===== config.mk =====
export PLATFORM = sky130hd
export DESIGN_NAME = riscv_wb_arbiter_flat
export DESIGN_NICKNAME = d
export VERILOG_FILES = /design/src/rtl/riscv_wb_arbiter_if.sv /design/src/rtl/riscv_wb_arbiter.sv /design/src/flat_wrapper.sv
export SDC_FILE = /design/constraint.sdc
export NUM_CORES = 1
export LEC_CHECK = 0
export ABC_AREA = 1
export BUFFER_PORTS_ARGS = -buffer_cell sky130_fd_sc_hd__buf_2
export CORE_AREA = 2 2 162 132
export CTS_CLUSTER_DIAMETER = 60
export DETAILED_ROUTE_END_ITERATION = 8
export DIE_AREA = 0 0 164 134
export PLACE_DENSITY = 0.87
export SLEW_MARGIN = 40
export SYNTH_ARGS = -nofsm -noshare
export SYNTH_HDL_FRONTEND = slang
export SYNTH_SLANG_ARGS = --single-unit

===== constraint.sdc =====
create_clock -name clk_i -period 4.8 [get_ports clk_i]
set_clock_uncertainty 0.05 [all_clocks]
set_input_delay 1.44 -clock clk_i [delete_from_list [all_inputs] [get_ports clk_i]]
set_output_delay 1.44 -clock clk_i [all_outputs]
set_load 0.02 [all_outputs]

===== src/rtl/riscv_wb_arbiter_if.sv =====
// rtl/riscv_wb_arbiter_if.sv - writeback source, register-file write and hazard query signals
interface riscv_wb_arbiter_if #(
  parameter int XLEN = 32
);
  logic            exec_valid_i;
  logic            exec_squash_i;
  logic [4:0]      exec_idx_i;
  logic [XLEN-1:0] exec_value_i;
  logic            exec_ready_o;

  logic            mem_valid_i;
  logic            mem_squash_i;
  logic [4:0]      mem_idx_i;
  logic [XLEN-1:0] mem_value_i;
  logic            mem_ready_o;

  logic            csr_valid_i;
  logic            csr_squash_i;
  logic [4:0]      csr_idx_i;
  logic [XLEN-1:0] csr_value_i;
  logic            csr_ready_o;

  logic            muldiv_valid_i;
  logic            muldiv_squash_i;
  logic [4:0]      muldiv_idx_i;
  logic [XLEN-1:0] muldiv_value_i;
  logic            muldiv_ready_o;

  logic            rf_wr_en_o;
  logic [4:0]      rf_wr_idx_o;
  logic [XLEN-1:0] rf_wr_value_o;
  logic [1:0]      rf_wr_src_o;

  logic [4:0]      hazard_idx_i;
  logic            hazard_o;
  logic            busy_o;

  modport master (
    output exec_valid_i, exec_squash_i, exec_idx_i, exec_value_i,
    output mem_valid_i, mem_squash_i, mem_idx_i, mem_value_i,
    output csr_valid_i, csr_squash_i, csr_idx_i, csr_value_i,
    output muldiv_valid_i, muldiv_squash_i, muldiv_idx_i, muldiv_value_i,
    output hazard_idx_i,
    input  exec_ready_o, mem_ready_o, csr_ready_o, muldiv_ready_o,
    input  rf_wr_en_o, rf_wr_idx_o, rf_wr_value_o, rf_wr_src_o,
    input  hazard_o, busy_o
  );

  modport slave (
    input  exec_valid_i, exec_squash_i, exec_idx_i, exec_value_i,
    input  mem_valid_i, mem_squash_i, mem_idx_i, mem_value_i,
    input  csr_valid_i, csr_squash_i, csr_idx_i, csr_value_i,
    input  muldiv_valid_i, muldiv_squash_i, muldiv_idx_i, muldiv_value_i,
    input  hazard_idx_i,
    output exec_ready_o, mem_ready_o, csr_ready_o, muldiv_ready_o,
    output rf_wr_en_o, rf_wr_idx_o, rf_wr_value_o, rf_wr_src_o,
    output hazard_o, busy_o
  );
endinterface


===== src/rtl/riscv_wb_arbiter.sv =====
// rtl/riscv_wb_arbiter.sv - sequences exec/mem/csr/muldiv writebacks onto one register-file write port
module riscv_wb_arbiter #(
  parameter bit RR_ENABLE = 1'b1,
  parameter int XLEN      = 32
) (
  input logic               clk_i,
  input logic               rst_i,
  riscv_wb_arbiter_if.slave wb
);
  localparam int NSRC = 4;

  logic [NSRC-1:0] req_valid;
  logic [NSRC-1:0] req_squash;
  logic [NSRC-1:0] req_ready;
  logic [NSRC-1:0] blocked;
  logic [4:0]      req_idx   [NSRC];
  logic [XLEN-1:0] req_value [NSRC];

  logic [NSRC-1:0] buf_full;
  logic [4:0]      buf_idx   [NSRC];
  logic [XLEN-1:0] buf_value [NSRC];

  logic [1:0]      last_grant;
  logic            grant_valid;
  logic [1:0]      grant_src;
  logic [1:0]      cand;

  logic            rf_wr_en;
  logic [4:0]      rf_wr_idx;
  logic [XLEN-1:0] rf_wr_value;
  logic [1:0]      rf_wr_src;
  logic            hazard;

  // Source index order doubles as fixed priority: exec, mem, csr, muldiv.
  always_comb begin
    req_valid    = {wb.muldiv_valid_i, wb.csr_valid_i, wb.mem_valid_i, wb.exec_valid_i};
    req_squash   = {wb.muldiv_squash_i, wb.csr_squash_i, wb.mem_squash_i, wb.exec_squash_i};
    req_idx[0]   = wb.exec_idx_i;
    req_idx[1]   = wb.mem_idx_i;
    req_idx[2]   = wb.csr_idx_i;
    req_idx[3]   = wb.muldiv_idx_i;
    req_value[0] = wb.exec_value_i;
    req_value[1] = wb.mem_value_i;
    req_value[2] = wb.csr_value_i;
    req_value[3] = wb.muldiv_value_i;
  end

  always_comb begin
    grant_valid = 1'b0;
    grant_src   = 2'd0;
    cand        = 2'd0;
    for (int k = 0; k < NSRC; k++) begin
      cand = RR_ENABLE ? last_grant + 2'(k + 1) : 2'(k);
      if (!grant_valid && buf_full[cand]) begin
        grant_valid = 1'b1;
        grant_src   = cand;
      end
    end
  end

  // One pending write per register: block on any occupied buffer or higher-priority request with the same idx.
  always_comb begin
    blocked   = '0;
    req_ready = '0;
    for (int s = 0; s < NSRC; s++) begin
      for (int t = 0; t < NSRC; t++) begin
        if (t != s && req_idx[s] != 5'd0) begin
          if (buf_full[t] && buf_idx[t] == req_idx[s]) blocked[s] = 1'b1;
          if (t < s && req_valid[t] && req_idx[t] == req_idx[s]) blocked[s] = 1'b1;
        end
      end
      req_ready[s] = !rst_i && !blocked[s]
                   && (!buf_full[s] || (grant_valid && grant_src == 2'(s)));
    end
  end

  always_ff @(posedge clk_i) begin
    if (rst_i) begin
      buf_full    <= '0;
      last_grant  <= 2'd3;
      rf_wr_en    <= 1'b0;
      rf_wr_idx   <= 5'd0;
      rf_wr_value <= '0;
      rf_wr_src   <= 2'd0;
      for (int s = 0; s < NSRC; s++) begin
        buf_idx[s]   <= 5'd0;
        buf_value[s] <= '0;
      end
    end else begin
      rf_wr_en <= grant_valid;
      if (grant_valid) begin
        rf_wr_idx   <= buf_idx[grant_src];
        rf_wr_value <= buf_value[grant_src];
        rf_wr_src   <= grant_src;
        last_grant  <= grant_src;
      end
      // A refill on the grant edge wins over the free, giving one write per cycle per source.
      for (int s = 0; s < NSRC; s++) begin
        if (req_valid[s] && req_ready[s] && !req_squash[s] && req_idx[s] != 5'd0) begin
          buf_full[s]  <= 1'b1;
          buf_idx[s]   <= req_idx[s];
          buf_value[s] <= req_value[s];
        end else if (grant_valid && grant_src == 2'(s)) begin
          buf_full[s] <= 1'b0;
        end
      end
    end
  end

  always_comb begin
    hazard = 1'b0;
    if (wb.hazard_idx_i != 5'd0) begin
      if (rf_wr_en && rf_wr_idx == wb.hazard_idx_i) hazard = 1'b1;
      for (int s = 0; s < NSRC; s++) begin
        if (buf_full[s] && buf_idx[s] == wb.hazard_idx_i) hazard = 1'b1;
      end
    end
  end

  assign wb.exec_ready_o   = req_ready[0];
  assign wb.mem_ready_o    = req_ready[1];
  assign wb.csr_ready_o    = req_ready[2];
  assign wb.muldiv_ready_o = req_ready[3];
  assign wb.rf_wr_en_o     = rf_wr_en;
  assign wb.rf_wr_idx_o    = rf_wr_idx;
  assign wb.rf_wr_value_o  = rf_wr_value;
  assign wb.rf_wr_src_o    = rf_wr_src;
  assign wb.hazard_o       = hazard;
  assign wb.busy_o         = |buf_full;
endmodule


===== src/flat_wrapper.sv =====
// flat-port wrapper written by rule: the top's interface ports become plain ports
module riscv_wb_arbiter_flat 
#(
  parameter bit RR_ENABLE = 1'b1,
  parameter int XLEN      = 32
)
  (clk_i, rst_i, wb_exec_valid_i, wb_exec_squash_i, wb_exec_idx_i, wb_exec_value_i, wb_mem_valid_i, wb_mem_squash_i, wb_mem_idx_i, wb_mem_value_i, wb_csr_valid_i, wb_csr_squash_i, wb_csr_idx_i, wb_csr_value_i, wb_muldiv_valid_i, wb_muldiv_squash_i, wb_muldiv_idx_i, wb_muldiv_value_i, wb_hazard_idx_i, wb_exec_ready_o, wb_mem_ready_o, wb_csr_ready_o, wb_muldiv_ready_o, wb_rf_wr_en_o, wb_rf_wr_idx_o, wb_rf_wr_value_o, wb_rf_wr_src_o, wb_hazard_o, wb_busy_o);
  riscv_wb_arbiter_if #(.XLEN(XLEN)) wb_i ();
  input logic clk_i;
  input logic rst_i;
  input wire logic [$bits(wb_i.exec_valid_i)-1:0] wb_exec_valid_i;
  input wire logic [$bits(wb_i.exec_squash_i)-1:0] wb_exec_squash_i;
  input wire logic [$bits(wb_i.exec_idx_i)-1:0] wb_exec_idx_i;
  input wire logic [$bits(wb_i.exec_value_i)-1:0] wb_exec_value_i;
  input wire logic [$bits(wb_i.mem_valid_i)-1:0] wb_mem_valid_i;
  input wire logic [$bits(wb_i.mem_squash_i)-1:0] wb_mem_squash_i;
  input wire logic [$bits(wb_i.mem_idx_i)-1:0] wb_mem_idx_i;
  input wire logic [$bits(wb_i.mem_value_i)-1:0] wb_mem_value_i;
  input wire logic [$bits(wb_i.csr_valid_i)-1:0] wb_csr_valid_i;
  input wire logic [$bits(wb_i.csr_squash_i)-1:0] wb_csr_squash_i;
  input wire logic [$bits(wb_i.csr_idx_i)-1:0] wb_csr_idx_i;
  input wire logic [$bits(wb_i.csr_value_i)-1:0] wb_csr_value_i;
  input wire logic [$bits(wb_i.muldiv_valid_i)-1:0] wb_muldiv_valid_i;
  input wire logic [$bits(wb_i.muldiv_squash_i)-1:0] wb_muldiv_squash_i;
  input wire logic [$bits(wb_i.muldiv_idx_i)-1:0] wb_muldiv_idx_i;
  input wire logic [$bits(wb_i.muldiv_value_i)-1:0] wb_muldiv_value_i;
  input wire logic [$bits(wb_i.hazard_idx_i)-1:0] wb_hazard_idx_i;
  output wire logic [$bits(wb_i.exec_ready_o)-1:0] wb_exec_ready_o;
  output wire logic [$bits(wb_i.mem_ready_o)-1:0] wb_mem_ready_o;
  output wire logic [$bits(wb_i.csr_ready_o)-1:0] wb_csr_ready_o;
  output wire logic [$bits(wb_i.muldiv_ready_o)-1:0] wb_muldiv_ready_o;
  output wire logic [$bits(wb_i.rf_wr_en_o)-1:0] wb_rf_wr_en_o;
  output wire logic [$bits(wb_i.rf_wr_idx_o)-1:0] wb_rf_wr_idx_o;
  output wire logic [$bits(wb_i.rf_wr_value_o)-1:0] wb_rf_wr_value_o;
  output wire logic [$bits(wb_i.rf_wr_src_o)-1:0] wb_rf_wr_src_o;
  output wire logic [$bits(wb_i.hazard_o)-1:0] wb_hazard_o;
  output wire logic [$bits(wb_i.busy_o)-1:0] wb_busy_o;
  assign wb_i.exec_valid_i = wb_exec_valid_i;
  assign wb_i.exec_squash_i = wb_exec_squash_i;
  assign wb_i.exec_idx_i = wb_exec_idx_i;
  assign wb_i.exec_value_i = wb_exec_value_i;
  assign wb_i.mem_valid_i = wb_mem_valid_i;
  assign wb_i.mem_squash_i = wb_mem_squash_i;
  assign wb_i.mem_idx_i = wb_mem_idx_i;
  assign wb_i.mem_value_i = wb_mem_value_i;
  assign wb_i.csr_valid_i = wb_csr_valid_i;
  assign wb_i.csr_squash_i = wb_csr_squash_i;
  assign wb_i.csr_idx_i = wb_csr_idx_i;
  assign wb_i.csr_value_i = wb_csr_value_i;
  assign wb_i.muldiv_valid_i = wb_muldiv_valid_i;
  assign wb_i.muldiv_squash_i = wb_muldiv_squash_i;
  assign wb_i.muldiv_idx_i = wb_muldiv_idx_i;
  assign wb_i.muldiv_value_i = wb_muldiv_value_i;
  assign wb_i.hazard_idx_i = wb_hazard_idx_i;
  assign wb_exec_ready_o = wb_i.exec_ready_o;
  assign wb_mem_ready_o = wb_i.mem_ready_o;
  assign wb_csr_ready_o = wb_i.csr_ready_o;
  assign wb_muldiv_ready_o = wb_i.muldiv_ready_o;
  assign wb_rf_wr_en_o = wb_i.rf_wr_en_o;
  assign wb_rf_wr_idx_o = wb_i.rf_wr_idx_o;
  assign wb_rf_wr_value_o = wb_i.rf_wr_value_o;
  assign wb_rf_wr_src_o = wb_i.rf_wr_src_o;
  assign wb_hazard_o = wb_i.hazard_o;
  assign wb_busy_o = wb_i.busy_o;
  riscv_wb_arbiter #(.RR_ENABLE(RR_ENABLE), .XLEN(XLEN)) u_core (.clk_i(clk_i), .rst_i(rst_i), .wb(wb_i));
endmodule

# Yosys cells after proc, flatten, opt, wreduce, memory -nomap -nowiden
# Memory sizes are Yosys's and may differ from the RTL's. A register that Yosys moved wholly into a read port is not among the register bits.
# Index checks and enable logic that the tools add are counted.
dict set report totals {
  register_bits 9
  mem_bits_rw 148
  input_bits 163
  output_inout_bits 46
  memories 2
}
# memory words word_bits rd rd_clocked_by_memory_dff write_ports line
set mem_list {}
lappend mem_list {u_core.buf_value 4 32 1 1 4 riscv_wb_arbiter.sv:21} ;# logic [XLEN-1:0] buf_value [NSRC];
lappend mem_list {u_core.buf_idx 4 5 5 1 4 riscv_wb_arbiter.sv:20} ;# logic [4:0] buf_idx [NSRC];
dict set report op_classes {
  add_sub_neg 3
  order_cmp 4
  eq_ne 26
  mux 82
  bitwise 8
  reduce_logical 81
}
# operator count
set op_table {}
lappend op_table {{$mux W32} 4}
lappend op_table {{$eq A5 B5 Y1} 23}
lappend op_table {{$mux W1} 66}
lappend op_table {{$logic_and A1 B1 Y1} 50}
lappend op_table {{$reduce_bool A5 Y1} 5}
lappend op_table {{$mux W5} 4}
lappend op_table {{$logic_not A1 Y1} 16}
lappend op_table {{$lt A2 B3 Y1 const B} 4}
lappend op_table {{$bmux W1 S2} 4}
lappend op_table {{$mux W2} 4}
lappend op_table {{$or A1 B1 Y1} 8}
lappend op_table {{$reduce_bool A2 Y1} 4}
lappend op_table {{$add A2 B2 Y2 const B} 2}
lappend op_table {{$eq A2 B2 Y1 const B} 2}
lappend op_table {{$logic_or A1 B1 Y1} 4}
lappend op_table {{$reduce_or A4 Y1} 1}
lappend op_table {{$add A2 B1 Y2 const B} 1}
lappend op_table {{$eq A2 B1 Y1 const B} 1}
lappend op_table {{$logic_not A2 Y1} 1}

# Logic depth before layout (Yosys ltp)
# Gate-level depths: netlist of run 1.
dict set report logic_depth {
  word_depth 24
  mapped_depth 19
  mapped_depth_nobuf 15
}

# Worst setup path before layout of run 1
# OpenSTA, ideal clock, no wires.
dict set report synth_timing {
  path_kind {input to output}
  start {in wb_mem_idx_i[3]}
  end {out wb_mem_ready_o}
  t_arrival_ps 2662
  setup_slack_ps 648
  cell_stages 9
  path_buffers 1
  path_cell_list {clkbuf_1 -> inv_1 -> o21ai_0 -> nor2_1 -> nand3_1 -> nand2_1 -> o21ai_0 -> nand2_1 -> nor2_1}
}
dict set report synth_between {
  elab_chain_cells 12
}
# item line
set synth_lines {}
lappend synth_lines {{from (decl)} flat_wrapper.sv:17} ;# input wire logic [$bits(wb_i.mem_idx_i)-1:0] wb_mem_idx_i;
lappend synth_lines {{$eq A5 B5 Y1} riscv_wb_arbiter.sv:68} ;# if (buf_full[t] && buf_idx[t] == req_idx[s]) blocked[s] = 1'b1;
lappend synth_lines {{$logic_and A1 B1 Y1} riscv_wb_arbiter.sv:68}
lappend synth_lines {{$mux W1} riscv_wb_arbiter.sv:68}
lappend synth_lines {{$mux W1} riscv_wb_arbiter.sv:69} ;# if (t < s && req_valid[t] && req_idx[t] == req_idx[s]) blocked[s] = 1'b1;
lappend synth_lines {{$mux W1} riscv_wb_arbiter.sv:67} ;# if (t != s && req_idx[s] != 5'd0) begin
lappend synth_lines {{$mux W1} riscv_wb_arbiter.sv:68}
lappend synth_lines {{$mux W1} riscv_wb_arbiter.sv:67}
lappend synth_lines {{$mux W1} riscv_wb_arbiter.sv:68}
lappend synth_lines {{$mux W1 (*)} riscv_wb_arbiter.sv:67}
lappend synth_lines {{$logic_not A1 Y1 (*)} riscv_wb_arbiter.sv:72} ;# req_ready[s] = !rst_i && !blocked[s]
lappend synth_lines {{$logic_and A1 B1 Y1 (*)} riscv_wb_arbiter.sv:72}
lappend synth_lines {{$logic_and A1 B1 Y1 (*)} riscv_wb_arbiter.sv:73} ;# && (!buf_full[s] || (grant_valid && grant_src == 2'(s)));
lappend synth_lines {{to (decl)} flat_wrapper.sv:29} ;# output wire logic [$bits(wb_i.mem_ready_o)-1:0] wb_mem_ready_o;
# Mark *: on every way between the ends. The rest lies on a longest branch, timed or not.

# Final worst setup path of run 1
dict set report layout_timing {
  start {in wb_exec_idx_i[0]}
  end {out wb_csr_ready_o}
}
dict set report layout_between {
  elab_chain_cells 12
}
# item line
set layout_lines {}
lappend layout_lines {{from (decl)} flat_wrapper.sv:13} ;# input wire logic [$bits(wb_i.exec_idx_i)-1:0] wb_exec_idx_i;
lappend layout_lines {{$eq A5 B5 Y1 (*)} riscv_wb_arbiter.sv:69}
lappend layout_lines {{$logic_and A1 B1 Y1 (*)} riscv_wb_arbiter.sv:69}
lappend layout_lines {{$mux W1 (*)} riscv_wb_arbiter.sv:69}
lappend layout_lines {{$mux W1 (*)} riscv_wb_arbiter.sv:67}
lappend layout_lines {{$mux W1} riscv_wb_arbiter.sv:68}
lappend layout_lines {{$mux W1} riscv_wb_arbiter.sv:69}
lappend layout_lines {{$mux W1 (*)} riscv_wb_arbiter.sv:67}
lappend layout_lines {{$mux W1} riscv_wb_arbiter.sv:68}
lappend layout_lines {{$mux W1 (*)} riscv_wb_arbiter.sv:67}
lappend layout_lines {{$logic_not A1 Y1 (*)} riscv_wb_arbiter.sv:72}
lappend layout_lines {{$logic_and A1 B1 Y1 (*)} riscv_wb_arbiter.sv:72}
lappend layout_lines {{$logic_and A1 B1 Y1 (*)} riscv_wb_arbiter.sv:73}
lappend layout_lines {{to (decl)} flat_wrapper.sv:30} ;# output wire logic [$bits(wb_i.csr_ready_o)-1:0] wb_csr_ready_o;
# Marked as above.

==> results of run 1 <==
==> power by group <==
| part | switching (uW) | internal (uW) |
|---|---|---|
| Sequential | 142 | 2000 |
| Combinational | 1640 | 639 |
| Clock | 713 | 799 |
| Total | 2490 | 3440 |
==> layer usage <==
metal / routed length (microns) / GRT usage (%) / vias up / share of wire (%)
met5: 0 / 0 / - / 0
met4: 913 / 10.7 / 0 / 2.4
met3: 4510 / 6.40 / 79 / 12
met2: 16300 / 50.9 / 766 / 42
met1: 17000 / 55.3 / 5018 / 44
li1: - / - / 5063 / -
==> area by class of cell <==
type / instances / area [sq um]
fillers: 1668 / 7160
flip-flops and latches: 194 / 5370
multi-input cells: 876 / 4270
inverters: 371 / 1400
repair buffers: 235 / 1260
clock buffers: 18 / 429
well taps: 269 / 337
clock inverters: 14 / 191
diodes: 2 / 5.00
==> placed cells by master (no fill, tap or decap), drive strengths merged <==
master / count
nand2: 249
and3: 1
nor3: 15
edfxtp: 148
a21oi: 17
o21ai: 83
dfxtp: 46
clkinv: 6
nor4: 2
clkbuf: 18
diode: 2
inv: 375
nand4: 4
nor2: 227
nand3: 190
xor2: 17
xnor2: 4
nand3b: 33
clkinvlp: 2
a22o: 1
a221oi: 3
o22ai: 24
a21o: 1
buf: 235
o2111ai: 1
a211oi: 2
bufinv: 2
o211ai: 2
==> logic make-up after synthesis <==
logic type	after synthesis	share of synthesized area, %
buffers and inverters	451	16.0
xor gates and xnor gates	21	1.61
AOI/OAI and AO/OA	134	6.50
and+or+nand+nor	721	29.1
DFF	194	46.9
==> critical path: cells and delay by family <==
kind	cells	cell delay, ns
simple gates	5	0.50
compound gates	2	0.56
buf+inv	3	0.59
==> per-stage QoR <==
step	setup slack (ns)	total power (uW)	hold slack (ns)	instances	util (%)
after floorplan	0.648	3660	0.485	1521	-
after global placement	-0.0168	4290	0.400	1945	61.8
after detailed placement	0.0879	4350	0.408	1945	61.8
after CTS	0.0882	5860	0.419	1977	64.8
after global routing	0.0567	6210	0.480	1978	64.9
final	0.205	5930	0.420	1979	64.9
==> path summary, 6_finish.rpt <==
| check | start | end | cells past startpoint |
|---|---|---|---|
| setup / recovery | wb_exec_idx_i[0] | wb_csr_ready_o | 10 |
| hold / removal | u_core.wb.rf_wr_src_o[0] | u_core.wb.rf_wr_src_o[0] | 2 |
| setup reg to reg | u_core.buf_full[1] | u_core.buf_value[0][19] | 13 |
| hold reg to reg | u_core.wb.rf_wr_src_o[0] | u_core.wb.rf_wr_src_o[0] | 2 |
==> flip-flops by register name (all words and copies together) (netlist names) <==
signal	count
u_core.buf_value	128
u_core.wb.rf_wr_value_o	32
u_core.buf_idx	20
u_core.wb.rf_wr_idx_o	5
u_core.buf_full	4
u_core.last_grant	2
u_core.wb.rf_wr_src_o	2
u_core.wb.rf_wr_en_o	1
==> impl_metrics.env, run 1 <==
export IMPL_outcome="complete, no violations"
export IMPL_postCtsSetupBuffers=0
export IMPL_power_density_mw_per_mm2=448
export IMPL_io_buffers=208
export IMPL_min_period_over_period_pct=95.7
export IMPL_ios=209
export IMPL_grt_ovfl_total=0
export IMPL_clkTransAtPathRegs_ns=0.08
export IMPL_grt_pass1_wl_microns=58900
export IMPL_syn_num_nets=1684
export IMPL_cts_buffers=17
export IMPL_crit_path_max_fanout=7
export IMPL_die_y_microns=134
export IMPL_synth_ff_type="edfxtp_1"
export IMPL_cts_repair_resized=0
export IMPL_syn_area_per_cell_sq_um=7.52
export IMPL_layout_nets=1858
export IMPL_grt_usage_pct=35.7
export IMPL_slowest_delay_ns=0.31
export IMPL_p_leak_uw=0.00705
export IMPL_period_minus_slack_ns=4.60
export IMPL_max_cap_violations=0
export IMPL_remaining_drc_errors=0
export IMPL_dpl_instance_area_sq_mm=0.0126
export IMPL_synthArstFlopShare_pct=0
export IMPL_crit_path_end_kind="primary output"
export IMPL_final_cell_area_sq_mm=0.0132
export IMPL_coreArea_sq_mm=0.0204
export IMPL_clk_insertion_delay_late_ns=0.44
export IMPL_synth_commonest_cells="364 x inv_1, 242 x nand2_1, 190 x nand3_1"
export IMPL_required_ns=3.31
export IMPL_synth_edf_count=148
export IMPL_viasPerCell=5.52
export IMPL_cpMaxStageDelayCell="o22ai_1"
export IMPL_routed_wl_microns=38700
export IMPL_die_w_microns=164
export IMPL_initial_core_util_pct=56.1
export IMPL_tns_ns=0
export IMPL_grt_max_degree=75
export IMPL_post_drt_wl_per_cell_microns=19.6
export IMPL_rsz0062_at_grt="no"
export IMPL_hpwl_microns=27800
export IMPL_crit_chain="buf_2 -> inv_1 -> o22ai_1 -> nor2_1 -> nand3_1 -> nand2_1 -> o21ai_0 -> nand2_1 -> nor2_4 -> buf_2"
export IMPL_synth_area_leaders="edfxtp_1 39%, inv_1 12%, nand3_1 8.3%"
export IMPL_fmax_mhz=218
export IMPL_yosysWarnings=0
export IMPL_r2r_slack_ns=1.40
export IMPL_die_area_sq_mm=0.0220
export IMPL_synth_most_common_cell="inv_1"
export IMPL_hp_class="reg -> reg"
export IMPL_worst_setup_path_type="in -> out"
export IMPL_ys_ff_latch=194
export IMPL_cts_hold_buf=0
export IMPL_slew_viol_final=0
export IMPL_netlist_area_sq_mm=0.0114
export IMPL_clock_path_buffers=2
export IMPL_syn_inst=1521
export IMPL_drive_gt1_share_pct=20.0
export IMPL_grt_pass1_vias=10200
export IMPL_cts_sinks=194
export IMPL_hold_viol=0
export IMPL_tightest_slew_ns=0.822
export IMPL_yosys_area_top_type_share_pct=38.8
export IMPL_rows=47
export IMPL_ys_types=38
export IMPL_gp_congestion=1.07
export IMPL_slew_limit_headroom_pct=45.2
export IMPL_yosysTopAreaCell="edfxtp_1"
export IMPL_setup_viol=0
export IMPL_drt_first_pass_iters=6
export IMPL_drtIter0Drc=1518
export IMPL_dr_total_vias=10900
export IMPL_cts_tree="built"
export IMPL_synth_yosys_seq_area_share_pct=46.9
export IMPL_syn_to_final_growth_pct=15.8
export IMPL_antenna_left=0
export IMPL_cts_root_buf="clkbuf_16"
export IMPL_cp_start_kind="input pin"
export IMPL_cp_arrival_ns=3.11
export IMPL_grt_antenna_before_repair=1
export IMPL_irDropWorstVdd_uv=342
export IMPL_htree_levels=4
No activity file was read; power rests on OpenSTA's default activity.
==> inputs of run 2 (changes only) <==
- PLACE_DENSITY: 0.87 -> 0.77
==> run 2 against run 1 <==
Critical path depth increased by 1; wire length decreased by 2.0%; combinational power about the same; worst hold slack improved by 0.0041 ns; first-iteration DRC count increased by 0.46%; clock power about the same; maximum frequency about the same; worst setup slack improved by 0.0038 ns; critical path type is now reg -> out; largest power group unchanged.
==> impl_metrics.env, run 2 (synthesis results as in run 1) <==
export IMPL_final_core_util_pct=64.9
export IMPL_initial_core_util_pct=56.1
export IMPL_final_common_cell="inv_1"
export IMPL_tightest_slew_ns=0.795
export IMPL_io_buffers=208
export IMPL_antenna_left=0
export IMPL_viasPerCell=5.47
export IMPL_routed_wl_microns=37900
export IMPL_n_fill_cell=1716
export IMPL_grt_max_degree=78
export IMPL_post_drt_wl_per_cell_microns=19.2
export IMPL_fmax_mhz=218
export IMPL_p_leak_uw=0.00706
export IMPL_drive_gt1_share_pct=20.0
export IMPL_cts_root_buf="clkbuf_16"
export IMPL_htree_levels=4
export IMPL_dpl_worst_slack_ns=0.395
export IMPL_crit_path_max_fanout=42
export IMPL_gp_congestion=1.00
export IMPL_period_minus_slack_ns=4.59
export IMPL_slew_limit_headroom_pct=47.0
export IMPL_rsz0062_at_grt="no"
export IMPL_largest_reg_flops=128
export IMPL_holdCritStartpoint="u_core.wb.rf_wr_src_o[0]"
export IMPL_setup_viol=0
export IMPL_outcome="complete, no violations"
export IMPL_reg2regPathDepth=16
export IMPL_remaining_drc_errors=0
export IMPL_largest_register="u_core.buf_value"
export IMPL_clock_path_buffers=2
export IMPL_cp_start_kind="flop"
export IMPL_final_cell_mix="363 x inv_1, 242 x nand2_1, 208 x buf_2, 190 x nand3_1, 170 x nor2_1"
export IMPL_num_antenna_cells=0
export IMPL_reg2reg_from="u_core.last_grant[0]"
export IMPL_grt_usage_pct=34.7
export IMPL_coreArea_sq_mm=0.0204
export IMPL_dr_total_vias=10800
export IMPL_slew_viol_final=0
export IMPL_crit_path_end_kind="primary output"
export IMPL_ios=209
export IMPL_cts_hold_buf=0
export IMPL_crit_start="u_core.buf_full[0]"
export IMPL_power_density_mw_per_mm2=449
export IMPL_tns_ns=0
export IMPL_grt_antenna_before_repair=1
export IMPL_die_area_sq_mm=0.0220
export IMPL_grt_pass1_wl_microns=56600
export IMPL_grt_pass1_vias=9925
export IMPL_whs_ns=0.424
export IMPL_clkTransAtPathRegs_ns=0.08
export IMPL_hold_viol=0
export IMPL_grt_ovfl_total=0
export IMPL_cp_arrival_ns=3.10
export IMPL_fin_cells=1978
export IMPL_drt_first_pass_iters=6
export IMPL_cts_repair_resized=0
export IMPL_irDropWorstVdd_uv=333
export IMPL_hpwl_microns=27700
export IMPL_hp_class="reg -> reg"
export IMPL_min_period_over_period_pct=95.7
export IMPL_required_ns=3.31
export IMPL_cts_buffers=17
export IMPL_clk_insertion_delay_late_ns=0.44
export IMPL_cts_tree="built"
export IMPL_cts_sinks=194
export IMPL_drtIter0Drc=1525
export IMPL_die_w_microns=164
export IMPL_whs_path_depth=2
export IMPL_postCtsSetupBuffers=0
export IMPL_rows=47
export IMPL_syn_to_final_growth_pct=15.8
export IMPL_worst_setup_path_type="reg -> out"
export IMPL_max_cap_violations=0
export IMPL_fin_ws_ns=0.208
export IMPL_die_y_microns=134
export IMPL_place_inst=1946
export IMPL_layout_nets=1859
-- run 2: changes by cell type in the layout (fill, tap and decap cells not counted), moves of 2 or more --
cell | previous run | this run
buf_4 | 26 | 28
clkinv_8 | 3 | 5
clkinvlp_4 | 2 | 0
diode_2 | 2 | 0
inv_12 | 0 | 3
inv_6 | 5 | 3
nor3_1 | 13 | 15
nor3_2 | 2 | 0
-- run 2: cell type report --
cell class                      count  area (sq um)  area share (%)
Multi-Input combinational cell    876          4260            32.1
Sequential cell                   194          5370            40.5
Timing Repair Buffer              236          1250            9.44
Clock inverter                     15           220            1.66
Tap cell                          269           337            2.54
Inverter                          371          1390            10.5
Clock buffer                       17           425            3.21
-- run 2: worst paths after layout --
| kind | end | slack (ns) |
|---|---|---|
| min reg2reg | u_core.wb.rf_wr_src_o[0] | 0.42 |
| max reg2reg | u_core.buf_value[2][12] | 1.38 |
| max | wb_exec_ready_o | 0.21 |
| min | u_core.wb.rf_wr_src_o[0] | 0.42 |
-- run 2: critical path, cell delays in order, from the launching register on --
cell     delay [ns]
dfxtp_1        0.75
inv_1          0.14
nand2_1        0.09
nand2_1        0.08
nand2_1        0.07
nand2_1        0.07
a21oi_1        0.18
nand2_2        0.11
nand2_4        0.42
nand3_1        0.27
a21oi_1        0.28
buf_2          0.21
-- run 2: per-stage QoR --
stage	instance area (sq um)	power, uW
after floorplan	11400	3660
after global placement	12600	4330
after detailed placement	12600	4380
after CTS	13200	5890
after global routing	13200	6240
final	13200	5940
-- run 2: report_power, final --
part / total [uW] / internal [uW] / leakage (uW) / switching [uW]
logic: 2270 / 643 / 0.00482 / 1630
registers: 2140 / 2000 / 0.00193 / 145
clock network: 1530 / 775 / 0.000312 / 753
-- run 2: metal layers --
metal / vias up / part of all wire [%] / global-route usage, %
li1: 5066 / - / -
met1: 4993 / 44 / 51.8
met2: 687 / 42 / 48.5
met3: 62 / 12 / 10.9
met4: 2 / 2.3 / 9.70
met5: - / 0.034 / 0
